`config.mk`:
```
export PLATFORM = sky130hd
export DESIGN_NAME = ysyx_041461_pipe_ctrl
export DESIGN_NICKNAME = d
export VERILOG_FILES = /design/src/rtl/ysyx_041461_pipe_ctrl.sv
export SDC_FILE = /design/constraint.sdc
export NUM_CORES = 1
export LEC_CHECK = 0
export BUFFER_PORTS_ARGS = -buffer_cell sky130_fd_sc_hd__buf_2
export CORE_AREA = 2 2 39 41
export DETAILED_ROUTE_END_ITERATION = 12
export DIE_AREA = 0 0 41 43
export GPL_TIMING_DRIVEN = 0
export MAX_ROUTING_LAYER = met4
export REMOVE_ABC_BUFFERS = 1
export SLEW_MARGIN = 5
export SYNTH_ARGS = -nofsm -noshare
export SYNTH_HDL_FRONTEND = slang
export SYNTH_SLANG_ARGS = --single-unit
```
`constraint.sdc`:
```
create_clock -name clk -period 2.03 [get_ports clk]
set_input_delay 0.5075 -clock clk [delete_from_list [all_inputs] [get_ports clk]]
set_output_delay 0.5075 -clock clk [all_outputs]
set_load 0.02 [all_outputs]
```
`src/rtl/ysyx_041461_pipe_ctrl.sv`:
```
// ysyx_041461_pipe_ctrl: pipeline sequencer.
// Stage valids, enables, flushes, PC select and trap drain/vector FSM.
module ysyx_041461_pipe_ctrl (
    input  logic       clk,
    input  logic       rst,
    input  logic       IF_ready,
    input  logic       IF2_ready,
    input  logic       MEM_ready,
    input  logic       CD_ID_conflict,
    input  logic       CD_EXE_conflict,
    input  logic       CD_MEM_conflict,
    input  logic       CD_IF_trap,
    input  logic       CD_IF2_trap,
    input  logic       CD_ID_trap,
    input  logic       CD_EXE_trap,
    input  logic       CD_MEM_trap,
    input  logic       ID_jump,
    input  logic       WB_trap,
    output logic       IF2_valid,
    output logic       ID_valid,
    output logic       EXE_valid,
    output logic       MEM_valid,
    output logic       WB_valid,
    output logic       IF_en,
    output logic       IF2_en,
    output logic       ID_en,
    output logic       EXE_en,
    output logic       MEM_en,
    output logic [1:0] PC_sel,
    output logic       trap_commit
);

    typedef enum logic [1:0] {
        RUN    = 2'd0,
        DRAIN  = 2'd1,
        VECTOR = 2'd2
    } state_t;

    state_t state, state_nxt;

    logic if2_stall, id_stall, exe_stall;
    logic mem_hold, exe_hold, id_hold, if2_hold, if_hold;
    logic jump_acc;

    // Hold chain: a stall in any stage freezes every stage upstream of it.
    always_comb begin
        if2_stall = IF2_valid & ~IF2_ready;
        id_stall  = ID_valid & CD_ID_conflict;
        exe_stall = EXE_valid & CD_EXE_conflict;
        mem_hold  = MEM_valid & (~MEM_ready | CD_MEM_conflict);
        exe_hold  = mem_hold | exe_stall;
        id_hold   = exe_hold | id_stall;
        if2_hold  = id_hold | if2_stall;
        if_hold   = if2_hold | ~IF_ready;
        IF2_en    = ~if2_hold;
        ID_en     = ~id_hold;
        EXE_en    = ~exe_hold;
        MEM_en    = ~mem_hold;
        jump_acc  = ID_jump & ID_valid & ~id_hold & ~CD_ID_trap
                  & (state != VECTOR);
    end

    // Trap FSM state register.
    always_ff @(posedge clk or posedge rst) begin
        if (rst) state <= RUN;
        else     state <= state_nxt;
    end

    // Trap FSM next state, IF enable, PC source and commit pulse.
    always_comb begin
        state_nxt   = state;
        IF_en       = 1'b0;
        PC_sel      = 2'd0;
        trap_commit = 1'b0;
        unique case (state)
            RUN: begin
                IF_en = ~if_hold & ~CD_IF_trap;
                if (jump_acc) PC_sel = 2'd1;
                if (CD_IF_trap) state_nxt = DRAIN;
            end
            DRAIN: begin
                trap_commit = WB_valid & WB_trap;
                if (jump_acc) PC_sel = 2'd1;
                if (trap_commit)      state_nxt = VECTOR;
                else if (~CD_IF_trap) state_nxt = RUN;
            end
            VECTOR: begin
                PC_sel    = 2'd2;
                IF_en     = 1'b1;
                state_nxt = RUN;
            end
            default: state_nxt = RUN;
        endcase
    end

    // Stage valids: kill beats jump flush beats hold beats normal advance.
    always_ff @(posedge clk or posedge rst) begin
        if (rst) begin
            IF2_valid <= 1'b0;
            ID_valid  <= 1'b0;
            EXE_valid <= 1'b0;
            MEM_valid <= 1'b0;
            WB_valid  <= 1'b0;
        end else if (state == VECTOR) begin
            IF2_valid <= 1'b0;
            ID_valid  <= 1'b0;
            EXE_valid <= 1'b0;
            MEM_valid <= 1'b0;
            WB_valid  <= 1'b0;
        end else begin
            if (CD_IF2_trap)   IF2_valid <= 1'b0;
            else if (jump_acc) IF2_valid <= 1'b0;
            else if (!if2_hold) IF2_valid <= IF_ready & IF_en;

            if (CD_ID_trap)    ID_valid <= 1'b0;
            else if (jump_acc) ID_valid <= 1'b0;
            else if (!id_hold) ID_valid <= IF2_valid & ~if2_stall & ~CD_IF2_trap;

            if (CD_EXE_trap)    EXE_valid <= 1'b0;
            else if (!exe_hold) EXE_valid <= ID_valid & ~id_stall & ~CD_ID_trap;

            if (CD_MEM_trap && MEM_ready) MEM_valid <= 1'b0;
            else if (!mem_hold) MEM_valid <= EXE_valid & ~exe_stall & ~CD_EXE_trap;

            WB_valid <= MEM_valid & ~mem_hold & ~CD_MEM_trap;
        end
    end

endmodule

```
== Word-level counts from Yosys, hierarchy flattened ==
Index checks and enable logic that the tools add are counted.

* Equal/unequal tests: 9
* Mux-type cells: 23
* Bitwise gates (word level): 40
* Reductions and logical operators: 4

{| class="wikitable"
|+ Operators with widths
! operator !! number
|-
| AND 1 bit || 19
|-
| two-way mux 1 bit || 17
|-
| NOT 1 bit || 16
|-
| inequality test 4 x 2 -> 1 bit (second input constant) || 2
|-
| one-hot mux 2 bit (2 select lines) || 2
|-
| two-way mux 2 bit || 3
|-
| OR 1 bit || 5
|-
| inequality test 2 bit (second input constant) || 2
|-
| inequality test 3 x 1 -> 1 bit (second input constant) || 1
|-
| inequality test 3 x 2 -> 1 bit (second input constant) || 1
|-
| inequality test 3 bit (second input constant) || 1
|-
| == test 2 x 1 -> 1 bit (second input constant) || 1
|-
| == test 2 bit (second input constant) || 1
|-
| zero test 2 bit || 1
|-
| one-hot mux 1 bit (2 select lines) || 1
|-
| AND reduction 2 bit || 1
|-
| OR reduction 2 bit || 1
|-
| logical AND 1 bit || 1
|}

* Bits in registers: 7
* Bits of input ports: 15
* Output and inout port bits: 13
* Logic and storage cells: 82

== Depth between registers and ports, before layout ==
Gate-level depths: netlist (run 1).

* Word-level depth: 15
* Mapped depth: 4
* Mapped depth without buffers: 4

== Least setup slack after synthesis (run 1) ==
Ideal clock, no wire load.

* Path kind: in2out
* Start: in CD_MEM_conflict
* End: out IF_en
* Arrival: 2.051 ns
* Required time: 1.522 ns
* Setup slack: -0.528 ns
* Stages: 4
* Path buffers: 0
* Path through: nand2b_4 -> a222oi_1 -> a21boi_2 -> a21o_1

* Cells in the longest elaborated chain, start to end: 9

{| class="wikitable"
|+ Ends and longest elaborated chain
! element !! line !! RTL
|-
| start, declared || 11 || <nowiki>input logic CD_MEM_conflict,</nowiki>
|-
| OR 1 bit || 50 || <nowiki>mem_hold = MEM_valid & (~MEM_ready | CD_MEM_conflict);</nowiki>
|-
| AND 1 bit || 50 ||
|-
| OR 1 bit || 51 || <nowiki>exe_hold = mem_hold | exe_stall;</nowiki>
|-
| OR 1 bit || 52 || <nowiki>id_hold = exe_hold | id_stall;</nowiki>
|-
| OR 1 bit || 53 || <nowiki>if2_hold = id_hold | if2_stall;</nowiki>
|-
| OR 1 bit || 54 || <nowiki>if_hold = if2_hold | ~IF_ready;</nowiki>
|-
| NOT 1 bit || 77 || <nowiki>IF_en = ~if_hold & ~CD_IF_trap;</nowiki>
|-
| AND 1 bit || 77 ||
|-
| one-hot mux 1 bit (2 select lines) || 75 || <nowiki>unique case (state)</nowiki>
|-
| end, declared || 24 || <nowiki>output logic IF_en,</nowiki>
|}

Every way passes these cells.

== Final worst setup path (run 1) ==
* Start: in CD_ID_conflict
* End: out IF_en

* Cells in the longest elaborated chain, start to end: 7

{| class="wikitable"
|+ Ends and longest elaborated chain
! element !! line !! RTL
|-
| start, declared || 9 || <nowiki>input logic CD_ID_conflict,</nowiki>
|-
| AND 1 bit || 48 || <nowiki>id_stall = ID_valid & CD_ID_conflict;</nowiki>
|-
| OR 1 bit || 52 ||
|-
| OR 1 bit || 53 ||
|-
| OR 1 bit || 54 ||
|-
| NOT 1 bit || 77 ||
|-
| AND 1 bit || 77 ||
|-
| one-hot mux 1 bit (2 select lines) || 75 ||
|}

Every way passes these cells.

==> run metrics, run 1 <==
die width 41 um; Skew-Pair Late Insertion Delay 0.25 ns; Worst Path Arrival 1.60 ns; cell leakage power 0.335 nW; clk slew on worst S/H paths 0.05 ns; GRT overflow 0; core area 1380 um2; average size of a mapped cell 9.95 um2; ys flop type dfrtp_1; Worst Tran Pin Value 0.443 ns; CTS buffer count 3; max_cap viols 0; final cell count without fillers 90; CP Capture Type output pin; Antenna Nets Post-Route 0; Starting Density 0.288; CP max FO 3; row count 14; number of synthesized flops with an enable pin 0; largest net degree at the start of global routing 8; I/O Buffers 27; top cells by area, synth dfrtp_1, a21bo_2, a211oi_1; Max stage delay cell, worst path a222oi_1; Root Driver clkbuf_4; PwrDens 497 nW/um2; DRC 0; worst setup margin -0.0741 ns; CP required 1.52 ns; top-area cell type share of the netlist area 0.440; final hold viol count 0; Detailed Route WL 1050 um; Post-Synthesis Cell Area 398 um2; first-pass GRT wire length 1480 um; class of the worst hold path input port to asynchronous set/reset pin; critical path startpoint category input port; placed cells 82; Die Ht 43 um; RSZ-0062 raised after global routing true; GP Congestion 0.706; max-slew violations 0; logic gate share of total power 0.140; post-route clock skew 0.00208 ns; # IOs 28; Peak VDD IR 0.208 mV; FF+latch count, synth 7; via count 443; WL/cell 11.7 um; failing checks setup timing; critical path, cell by cell buf_2 > a222oi_1 > a21boi_2 > a21o_1 > buf_6; Async S/R FF share, synth 1.00; Clock Sinks 7; final net count 90; share of cells above drive strength 1 0.568; Int Pwr 239 uW; min cycle time layout 2.10 ns; initial antenna violation count 0; Area Overhead vs Synth 56.9%; clk buf depth 2; YS warnings 0; DR vias/cell 4.92; Max-slew headroom 0.705; setup violators final 2; Overall Power 311 uW; status complete, but fails checks; Seq/Total Area, Yosys 0.440; sw power 71.4 uW; post-synth cell types 22; global-route usage over all layers 0.134; Fmax achieved 475 MHz; post-placement setup slack -0.238 ns; Synth Instances 40; starting DRC count in detailed routing 9; Sw Ratio 0.230; Core Util, Final 0.451; CTS tree built; DIE AREA 1760 um2; Worst Setup Path Type input port to output pin; Commonest cells post-synth dfrtp_1, nor2_1, inv_1, nand2_1; DRT Pass-1 Iters 6; via count of the first global-routing pass 375; number of diodes 0; CP peak stage delay 0.46 ns; most common cell in the netlist dfrtp_1; Clk pwr share 0.398; Seq pwr share 0.462; Final period util 1.04; Synth area leader dfrtp_1; htree depth 1
[cell families (layout without fill, tap and decap cells)]
family,Yosys count,count (layout),synth area share
AO/OA/AOI/OAI,12,12,0.264
buffers and inverters,4,38,0.0377
AND/OR/NAND/NOR,17,17,0.258
flip-flops,7,7,0.440
[cell usage in the layout, fill, tap and decap left out, drive strengths merged]
cell,count
buf,31
dfrtp,7
nor2,4
clkbuf,4
inv,3
nand2,3
a22oi,2
a21bo,2
a211oi,2
nand3,2
nor3b,2
a21o,2
nand2b,1
nand4b,1
nor2b,1
a31o,1
a222oi,1
a21boi,1
nor4b,1
and3b,1
a221oi,1
nor3,1
[timing repair]
action,CTS,global route
hold buffers,0,0
resized for setup,3,2
pin swaps,2,0
setup buffers,4,0
setup endpoints to repair,2,3
[power by group through the flow]
stage / combinational, mW / clock, mW / sequential [mW]
floorplan: 0.0155 / 0 / 0.147
global route: 0.0481 / 0.135 / 0.144
detailed placement: 0.0384 / 0 / 0.146
global placement: 0.0378 / 0 / 0.146
finish: 0.0433 / 0.124 / 0.144
CTS: 0.0432 / 0.133 / 0.143
[worst max-delay path: cells and delay by family]
family | cells | cell delay (ns)
AOI/OAI and AO/OA | 3 | 0.86
buffers and inverters | 2 | 0.23
[worst paths after layout]
kind | from | to | slack (ns) | cells after the start
max in group asynchronous | rst | MEM_valid$_DFFE_PP0P_ | 1.61 | 2
worst max-delay path | CD_ID_conflict | IF_en | -0.07 | 5
worst min-delay path | rst | ID_valid$_DFFE_PP0P_ | 0.18 | 2
worst min register to register | state[1]$_DFFE_PP0P_ | state[1]$_DFFE_PP0P_ | 0.49 | 1
min in group clk | CD_IF2_trap | IF2_valid$_DFFE_PP0P_ | 0.43 | 2
worst max register to register | ID_valid$_DFFE_PP0P_ | IF2_valid$_DFFE_PP0P_ | 0.63 | 4
[area by class of cell]
class                   count  area (um2)
inverters                   3        11.3
repair buffers             31         178
multi-input cells          29         213
flip-flops and latches      7         176
well taps                  16        20.0
clock buffers               4        26.3
fillers                   150         759
[metrics by stage]
step	area [um2]	TNS, ns	hold WS (ns)
floorplan	394	-0.878	0.311
global placement	549	-0.238	0.455
detailed placement	549	-0.384	0.462
CTS	618	-0.0562	0.190
global route	624	-0.136	0.212
finish	624	-0.0784	0.184
[sequential cells by signal, indices dropped and copies added, names as in the netlist]
register,cells
state,2
EXE_valid,1
ID_valid,1
IF2_valid,1
MEM_valid,1
WB_valid,1
[metal layers]
metal / vias to the layer above / track usage / routed length [um]
met5: - / - / 0
met1: 201 / 0.177 / 462
met2: 23 / 0.169 / 471
met4: 0 / 0.100 / 14
li1: 217 / - / -
met3: 2 / 0.0314 / 103
Note: power is estimated with default switching activity, not from simulation.
==> inputs of run 2 (changes only) <==
- ABC_AREA: default -> 1
- PLACE_DENSITY: default -> 0.66
==> run 2 against run 1 <==
  * The flow now finishes without violations
  * Non-clock buffer count down 4
  * Via count rose by 6.3%
  * Worst hold slack got worse by 0.013 ns
  * Global-route usage rose by 2.0 points
  * Largest power group unchanged
  * Highest routed layer unchanged
==> run metrics, run 2 <==
min cycle time layout 1.91 ns; number of diodes 0; launch point of the worst path CD_MEM_conflict; post-synth cell types 20; DR vias/cell 4.57; Seq/Total Area, Yosys 0.388; GRT Max-Usage Layer met2; max FFs per register 2; met2 usage 0.234; starting DRC count in detailed routing 11; clk slew on worst S/H paths 0.05 ns; average size of a mapped cell 8.07 um2; Starting Density 0.326; Reg-to-Reg Start EXE_valid$_DFFE_PP0P_; final cell count without fillers 103; CTS buffer count 3; post-route clock skew 0.00204 ns; highest-count cells in the layout ignoring fill and taps buf_2, inv_1, nand2_1; Worst Path Arrival 1.40 ns; commonest non-fill, non-tap cell in the layout buf_2; # IOs 28; initial antenna violation count 0; status finished, final reports clean; Post-Route Setup TNS 0 ns; final hold viol count 0; Largest Register state; RSZ-0062 raised after global routing false; Synth area leader dfrtp_1; Skew-Pair Late Insertion Delay 0.26 ns; Overall Power 312 uW; Core Util, Final 0.461; final net count 103; share of cells above drive strength 1 0.506; met3 Track Usage GR 0.0471; number of synthesized flops with an enable pin 0; max_cap viols 0; Worst Tran Pin Value 0.264 ns; FF+latch count, synth 7; Max-slew headroom 0.824; Sw Ratio 0.248; HPWL Detailed 886 um; worst hold margin 0.171 ns; YS warnings 0; max-slew violations 0; placed cells 99; most common cell in the netlist inv_1; ys flop type dfrtp_1; Async S/R FF share, synth 1.00; GP Congestion 0.743; top cells by area, synth dfrtp_1, inv_1, nand2_1; setup violators final 0; PwrDens 489 nW/um2; CTS tree built; via count 471; class of the worst hold path input port to asynchronous set/reset pin; logic gate share of total power 0.125; critical path startpoint category input port; htree depth 1; die width 41 um; top-area cell type share of the netlist area 0.388; GRT overflow 0; I/O Buffers 27; post-placement setup slack 0.0992 ns; Synth Instances 56; Detailed Route WL 1050 um; Final period util 0.939; sw power 77.2 uW; largest net degree at the start of global routing 8; Post-DP Area 607 um2; met1 GRT Util 0.161; row count 14; DRC 0; Design Area, Final 638 um2; post-CTS setup repair buffer count 0; Antenna Nets Post-Route 0; Fmax achieved 525 MHz; via count of the first global-routing pass 442; Clock Sinks 7; Post-Synthesis Cell Area 452 um2; core area 1380 um2; DRT Pass-1 Iters 4; Clk pwr share 0.414; clk buf depth 2; worst r2r path cells 5; DIE AREA 1760 um2; R2R Path End IF2_valid$_DFFE_PP0P_; Area Overhead vs Synth 41.3%; first-pass GRT wire length 1730 um; Seq pwr share 0.461; Worst Setup Path Type input port to output pin; CP max FO 6; global-route usage over all layers 0.153; Int Pwr 234 uW; Die Ht 43 um; Root Driver clkbuf_4; Peak VDD IR 0.260 mV; Reg2Reg Setup Slack 0.94 ns; worst setup margin 0.125 ns; CP required 1.52 ns; cell leakage power 0.363 nW; Commonest cells post-synth inv_1, nand2_1, dfrtp_1, nor2_1; WL/cell 10.2 um; CP Capture Type output pin
==> run 2: kinds of logic after synthesis <==
family,count (synthesis),synth area share
AOI/OAI and AO/OA,7,0.116
buffers and inverters,13,0.108
DFF,7,0.388
and+or+nand+nor,29,0.388
==> run 2: critical path, cell delays in order <==
cell	delay (ns)
buf_2	0.09
inv_1	0.06
nand2_2	0.07
nand2_4	0.10
nand3_2	0.13
nor2_4	0.14
inv_2	0.05
nor2_1	0.07
buf_2	0.16
==> run 2: cell type report <==
type	instances	area, um2
Clock buffer	4	26.3
Fill cell	156	746
Inverter	13	48.8
Multi-Input combinational cell	36	233
Sequential cell	7	175
Tap cell	16	20.0
Timing Repair Buffer	27	135
==> run 2: layer usage <==
metal | vias to the layer above | routed length (um)
met2 | 20 | 537
li1 | 241 | -
met1 | 206 | 407
met5 | - | 0
met4 | 0 | 34
met3 | 4 | 74
==> run 2: what timing repair did <==
| action | 4_1_cts | 5_1_grt |
|---|---|---|
| setup endpoints to repair | 0 | 1 |
| hold buffers | 0 | 0 |
| resized for setup | 0 | 1 |
==> run 2: how the worst max path moves through the flow <==
stage,to,depth (start not counted),slack (ns)
after floorplan,PC_sel[0],7,0.19
after global placement,PC_sel[0],9,0.12
after detailed placement,PC_sel[0],9,0.1
after CTS,PC_sel[0],9,0.08
after global routing,PC_sel[0],9,0.02
final,PC_sel[0],9,0.12
==> run 2: power by group through the flow <==
stage | sequential [mW] | combinational (mW) | clock (mW)
finish | 0.144 | 0.0388 | 0.129
detailed placement | 0.146 | 0.0395 | 0
global placement | 0.146 | 0.0385 | 0
floorplan | 0.147 | 0.0175 | 0
CTS | 0.144 | 0.0397 | 0.130
global route | 0.144 | 0.0442 | 0.141
